**src/rtl/sgf_mult_norm_round.sv**
```systemverilog
// Post-multiply normalize/round stage: takes the raw 2*SW-bit significand product and
// returns the rounded SW-bit significand, exponent increment and inexact flag. Optional macro SGF_NR_IN_REG_EN adds an input register stage.
module sgf_mult_norm_round #(
    parameter int SW = 24
) (
    input  logic            clk,
    input  logic            rst,
    input  logic [2*SW-1:0] sgf_prod_i,
    input  logic            sign_i,
    input  logic [1:0]      rmode_i,
    input  logic            valid_i,
    output logic            ready_o,
    output logic [SW-1:0]   sgf_o,
    output logic [1:0]      exp_inc_o,
    output logic            inexact_o,
    output logic            sign_o,
    output logic            valid_o,
    input  logic            ready_i
);

    localparam logic [1:0] RM_RNE  = 2'b00;
    localparam logic [1:0] RM_RTZ  = 2'b01;
    localparam logic [1:0] RM_PINF = 2'b10;

    logic            en;
    logic [2*SW-1:0] nrm_prod;
    logic            nrm_sign;
    logic [1:0]      nrm_rmode;
    logic            nrm_valid;

    assign en      = ~valid_o | ready_i;
    assign ready_o = en;

`ifdef SGF_NR_IN_REG_EN
    logic [2*SW-1:0] prod_in_q;
    logic            sign_in_q;
    logic [1:0]      rmode_in_q;
    logic            valid_in_q;

    always_ff @(posedge clk or negedge rst) begin
        if (!rst) begin
            prod_in_q  <= '0;
            sign_in_q  <= 1'b0;
            rmode_in_q <= 2'b00;
            valid_in_q <= 1'b0;
        end else if (en) begin
            prod_in_q  <= sgf_prod_i;
            sign_in_q  <= sign_i;
            rmode_in_q <= rmode_i;
            valid_in_q <= valid_i;
        end
    end

    assign nrm_prod  = prod_in_q;
    assign nrm_sign  = sign_in_q;
    assign nrm_rmode = rmode_in_q;
    assign nrm_valid = valid_in_q;
`else
    assign nrm_prod  = sgf_prod_i;
    assign nrm_sign  = sign_i;
    assign nrm_rmode = rmode_i;
    assign nrm_valid = valid_i;
`endif

    // Normalize: a product of two [1,2) significands lies in [1,4), so at most one right shift.
    logic [SW-1:0] m1_d;
    logic          g1_d;
    logic          s1_d;
    logic          e1_d;

    always_comb begin
        m1_d = nrm_prod[2*SW-2:SW-1];
        g1_d = nrm_prod[SW-2];
        s1_d = |nrm_prod[SW-3:0];
        e1_d = 1'b0;
        if (nrm_prod[2*SW-1]) begin
            m1_d = nrm_prod[2*SW-1:SW];
            g1_d = nrm_prod[SW-1];
            s1_d = |nrm_prod[SW-2:0];
            e1_d = 1'b1;
        end
    end

    logic          v1_q;
    logic [SW-1:0] m1_q;
    logic          g1_q;
    logic          s1_q;
    logic          e1_q;
    logic          sign1_q;
    logic [1:0]    rmode1_q;

    always_ff @(posedge clk or negedge rst) begin
        if (!rst) begin
            v1_q     <= 1'b0;
            m1_q     <= '0;
            g1_q     <= 1'b0;
            s1_q     <= 1'b0;
            e1_q     <= 1'b0;
            sign1_q  <= 1'b0;
            rmode1_q <= 2'b00;
        end else if (en) begin
            v1_q     <= nrm_valid;
            m1_q     <= m1_d;
            g1_q     <= g1_d;
            s1_q     <= s1_d;
            e1_q     <= e1_d;
            sign1_q  <= nrm_sign;
            rmode1_q <= nrm_rmode;
        end
    end

    logic          inc;
    logic [SW:0]   rnd_sum;
    logic [SW-1:0] sgf_d;
    logic [1:0]    exp_inc_d;

    always_comb begin
        inc = 1'b0;
        case (rmode1_q)
            RM_RNE:  inc = g1_q & (s1_q | m1_q[0]);
            RM_RTZ:  inc = 1'b0;
            RM_PINF: inc = ~sign1_q & (g1_q | s1_q);
            default: inc = sign1_q & (g1_q | s1_q);
        endcase
        rnd_sum   = {1'b0, m1_q} + {{SW{1'b0}}, inc};
        sgf_d     = rnd_sum[SW-1:0];
        exp_inc_d = {1'b0, e1_q};
        // Carry out only happens from an all-ones mantissa, so the result is exactly 1.0 * 2.
        if (rnd_sum[SW]) begin
            sgf_d     = {1'b1, {(SW-1){1'b0}}};
            exp_inc_d = {1'b0, e1_q} + 2'd1;
        end
    end

    logic          valid_q;
    logic [SW-1:0] sgf_q;
    logic [1:0]    exp_inc_q;
    logic          inexact_q;
    logic          sign_q;

    always_ff @(posedge clk or negedge rst) begin
        if (!rst) begin
            valid_q   <= 1'b0;
            sgf_q     <= '0;
            exp_inc_q <= 2'd0;
            inexact_q <= 1'b0;
            sign_q    <= 1'b0;
        end else if (en) begin
            valid_q   <= v1_q;
            sgf_q     <= sgf_d;
            exp_inc_q <= exp_inc_d;
            inexact_q <= g1_q | s1_q;
            sign_q    <= sign1_q;
        end
    end

    assign valid_o   = valid_q;
    assign sgf_o     = sgf_q;
    assign exp_inc_o = exp_inc_q;
    assign inexact_o = inexact_q;
    assign sign_o    = sign_q;

endmodule

```
**config.mk**
```make
export PLATFORM = sky130hd
export DESIGN_NAME = sgf_mult_norm_round
export DESIGN_NICKNAME = d
export VERILOG_FILES = /design/src/rtl/sgf_mult_norm_round.sv
export SDC_FILE = /design/constraint.sdc
export NUM_CORES = 1
export LEC_CHECK = 0
export BUFFER_PORTS_ARGS = -buffer_cell sky130_fd_sc_hd__clkbuf_2
export CAP_MARGIN = 20
export CORE_MARGIN = 2
export CORE_UTILIZATION = 43
export DETAILED_ROUTE_END_ITERATION = 10
export PLACE_DENSITY = 0.68
export SLEW_MARGIN = 25
export SYNTH_ARGS = -nofsm -noshare
export SYNTH_HDL_FRONTEND = slang
export SYNTH_SLANG_ARGS = --single-unit
```
**constraint.sdc**
```tcl
create_clock -name clk -period 3.2 [get_ports clk]
set_input_delay 0.32 -clock clk [delete_from_list [all_inputs] [get_ports clk]]
set_output_delay 0.32 -clock clk [all_outputs]
set_load 0.005 [all_outputs]
```
==> flow_metrics.py <==
metrics = {
    "floorplanning": {
        "die_h_um": 88.07,
        "start_util": 0.4449,
        "io_pins": 85,
        "dieArea_mm2": 0.007756,
        "die_w_um": 88.07,
        "row_count": 30,
        "core-area_mm2": 0.006832,
    },
    "power": {
        "power_density_mw_per_mm2": 545.1,
        "vdd_drop_max_v": 0.0002463,
        "power_leakage_uw": 0.001704,
    },
    "logic_synthesis": {
        "synth_top_area_share": 0.4940,
        "syn_area_mm2": 0.003039,
        "ys_seq_elements": 60,
        "ys_async_sr_fraction": 1.000,
        "ys_seq_area_frac": 0.4940,
        "yosys.cell_count.top_type": "nand2_1",
        "ys.warnings.count": 0,
        "synth_edf_count": 0,
        "synth_ff_type": "dfrtp_1",
        "synthTopCellsByCount": "nand2_1, dfrtp_1, o21ai_0, mux2i_1, nor2_1",
        "ys_types": 37,
        "avgSynthCellArea_um2": 9.210,
        "ys_top_cells_by_area": "dfrtp_1, nand2_1, mux2i_1",
        "synthesis.nets": 387,
        "synthCells": 330,
        "synth_top_cell_by_area": "dfrtp_1",
    },
    "grt": {
        "grt_max_degree": 65,
        "grtUsageTotal": 0.1870,
        "antenna_found_initial": 0,
        "grt-ovfl-total": 0,
        "grt_pass1_vias": 2416,
        "grt_pass1_wl_um": 11130,
    },
    "timing": {
        "skew_ns": 0.006588,
        "fin_tns_setup_ns": 0,
        "finalCritPeriodShare": 0.8257,
        "slew_headroom": 0.3958,
        "max_slew.worst_pin.slew_ns": 0.9054,
        "grt_setup_unrepaired": "no",
        "hold_viol": 0,
        "slew_viol_final": 0,
        "setup_viol": 0,
        "period_needed_ns": 2.642,
        "max_freq_ghz": 0.3785,
    },
    "routing": {
        "wl_um": 6550,
        "wl_per_cell_um": 12.94,
        "vias_per_cell": 5.085,
        "antenna_left": 0,
        "vias": 2573,
        "dr.pass1.iters": 4,
        "drc": 0,
        "drt_iter0_drc": 120,
    },
    "status": {
        "status": "finished clean",
    },
    "cells_and_area": {
        "area_delta_synth_final_pct": 21.90,
        "final_util": 0.5423,
        "final_nets": 464,
        "drive_gt1_frac": 0.2585,
        "fillCellCount": 663,
        "antenna_cells": 0,
    },
    "placement": {
        "hpwl_um": 4825,
        "io_buffers": 84,
        "routabilityCongestion": 0.9111,
    },
    "clock_network": {
        "numCtsBuffers": 9,
        "post_cts_resized": 0,
        "clk-insertion-delay-late_ns": 0.34,
        "cts_sinks": 60,
        "path_clk_slew_ns": 0.06,
        "htreeDepth": 3,
        "cts-hold-fix-buffers": 0,
        "postCtsSetupBuffers": 0,
        "cts_tree": "built",
        "root_buffer": "clkbuf_8",
        "clock_path_buffers": 2,
    },
    "setup_path": {
        "crit_end": "sgf_o[22]$_DFFE_PN0P_",
        "critPathLaunch": "m1_q[0]$_DFFE_PN0P_",
        "r2r_cells": 9,
        "cp-start-kind": "flop",
        "crit_path_end_kind": "flop",
        "path_max_fanout": 15,
        "crit_required_ns": 3.46,
        "rr_startpoint": "m1_q[0]$_DFFE_PN0P_",
        "path_class": "flop to flop",
        "reg2reg_slack_ns": 0.56,
        "arrival_ns": 2.90,
        "r2r_end": "sgf_o[22]$_DFFE_PN0P_",
    },
    "worst_hold_path": {
        "worstHoldPathType": "input pin to async pin",
    },
    "job": {
        "drv_cap": 0,
    },
}
==> cell type report <==
cell class	count	area, µm²	share of cell area
Sequential cell	60	1501	0.4053
Multi-Input combinational cell	244	1444	0.3897
Timing Repair Buffer	87	445.4	0.1202
Clock buffer	12	165.2	0.04458
Tap cell	96	120.1	0.03242
Inverter	5	18.77	0.005066
Clock inverter	2	10.01	0.002702
==> cell usage in the layout, fill, tap and decap left out, types with 3 or more instances in the layout <==
| master | count |
|---|---|
| xnor2_1 | 11 |
| a31oi_1 | 6 |
| clkbuf_2 | 83 |
| inv_1 | 5 |
| buf_4 | 3 |
| o31ai_1 | 5 |
| nor4_1 | 8 |
| or3_1 | 5 |
| dfrtp_1 | 60 |
| xor2_1 | 3 |
| nand3_1 | 6 |
| nand2_1 | 68 |
| and4_1 | 3 |
| clkbuf_8 | 12 |
| or4_1 | 4 |
| a211oi_1 | 4 |
| nor3_1 | 5 |
| nand4_1 | 7 |
| o21ai_0 | 44 |
| nor2_1 | 19 |
| mux2i_1 | 24 |
==> state kept, by name (all words and copies together), names as in the netlist <==
register,cells
m1_q,24
sgf_o,24
exp_inc_o,2
rmode1_q,2
e1_q,1
g1_q,1
inexact_o,1
s1_q,1
sign1_q,1
sign_o,1
v1_q,1
valid_o,1
==> kinds of logic after synthesis <==
kind of cell / share of synthesized area
AOI/OAI and AO/OA: 0.1280
xor gates and xnor gates: 0.04035
adders and majority gates: 0.008233
buffers and inverters: 0.03334
DFF: 0.4940
muxes: 0.07904
and+or+nand+nor: 0.2170
==> how the worst min path moves through the flow <==
stage,start,to,slack [ns]
after floorplan,rst,e1_q$_DFFE_PN0P_,0.02
after global placement,v1_q$_DFFE_PN0P_,v1_q$_DFFE_PN0P_,0.45
after detailed placement,rst,sgf_o[18]$_DFFE_PN0P_,0.39
after CTS,rst,sgf_o[17]$_DFFE_PN0P_,0.03
after global routing,rst,sgf_o[22]$_DFFE_PN0P_,0.05
final,rst,m1_q[22]$_DFFE_PN0P_,0.004
==> stage by stage <==
stage          power, µW  hold slack (ns)  cell area [µm²]  std cells  setup WS, ns
2_1_floorplan       1229          0.02441             3039        330        0.8535
3_3_place_gp        1421           0.4455             3527        492        0.6389
3_5_place_dp        1432           0.3907             3530        492        0.5781
4_1_cts             2040          0.02675             3705        506        0.5459
5_1_grt             2149          0.05248             3705        506        0.3663
6_report            2019         0.003814             3705        506        0.5577
==> report_power, final <==
group	internal [µW]	leakage, µW	switching (µW)
logic	188	0.000896	207
clock network	333	0.0000941	276
registers	890	0.000714	125
total	1410	0.00170	609
==> routing by layer <==
layer | vias to the layer above | global-route usage | share of wire
li1 | 1329 | - | -
met1 | 1186 | 0.2441 | 0.47
met2 | 45 | 0.2879 | 0.47
met3 | 13 | 0.05278 | 0.035
met4 | 0 | 0.09091 | 0.025
met5 | - | 0 | 0
==> worst max-delay path, stage by stage, from the launching register on <==
cell and delay [ns]:
dfrtp_1 0.38, o21a_1 0.13, nor2_1 0.04, nor3_1 0.20, ha_1 0.25, ha_1 0.23
nand4_1 0.12, or4_4 0.52, or4_1 0.52, a31oi_1 0.17
No activity file was read; power rests on OpenSTA's default activity.
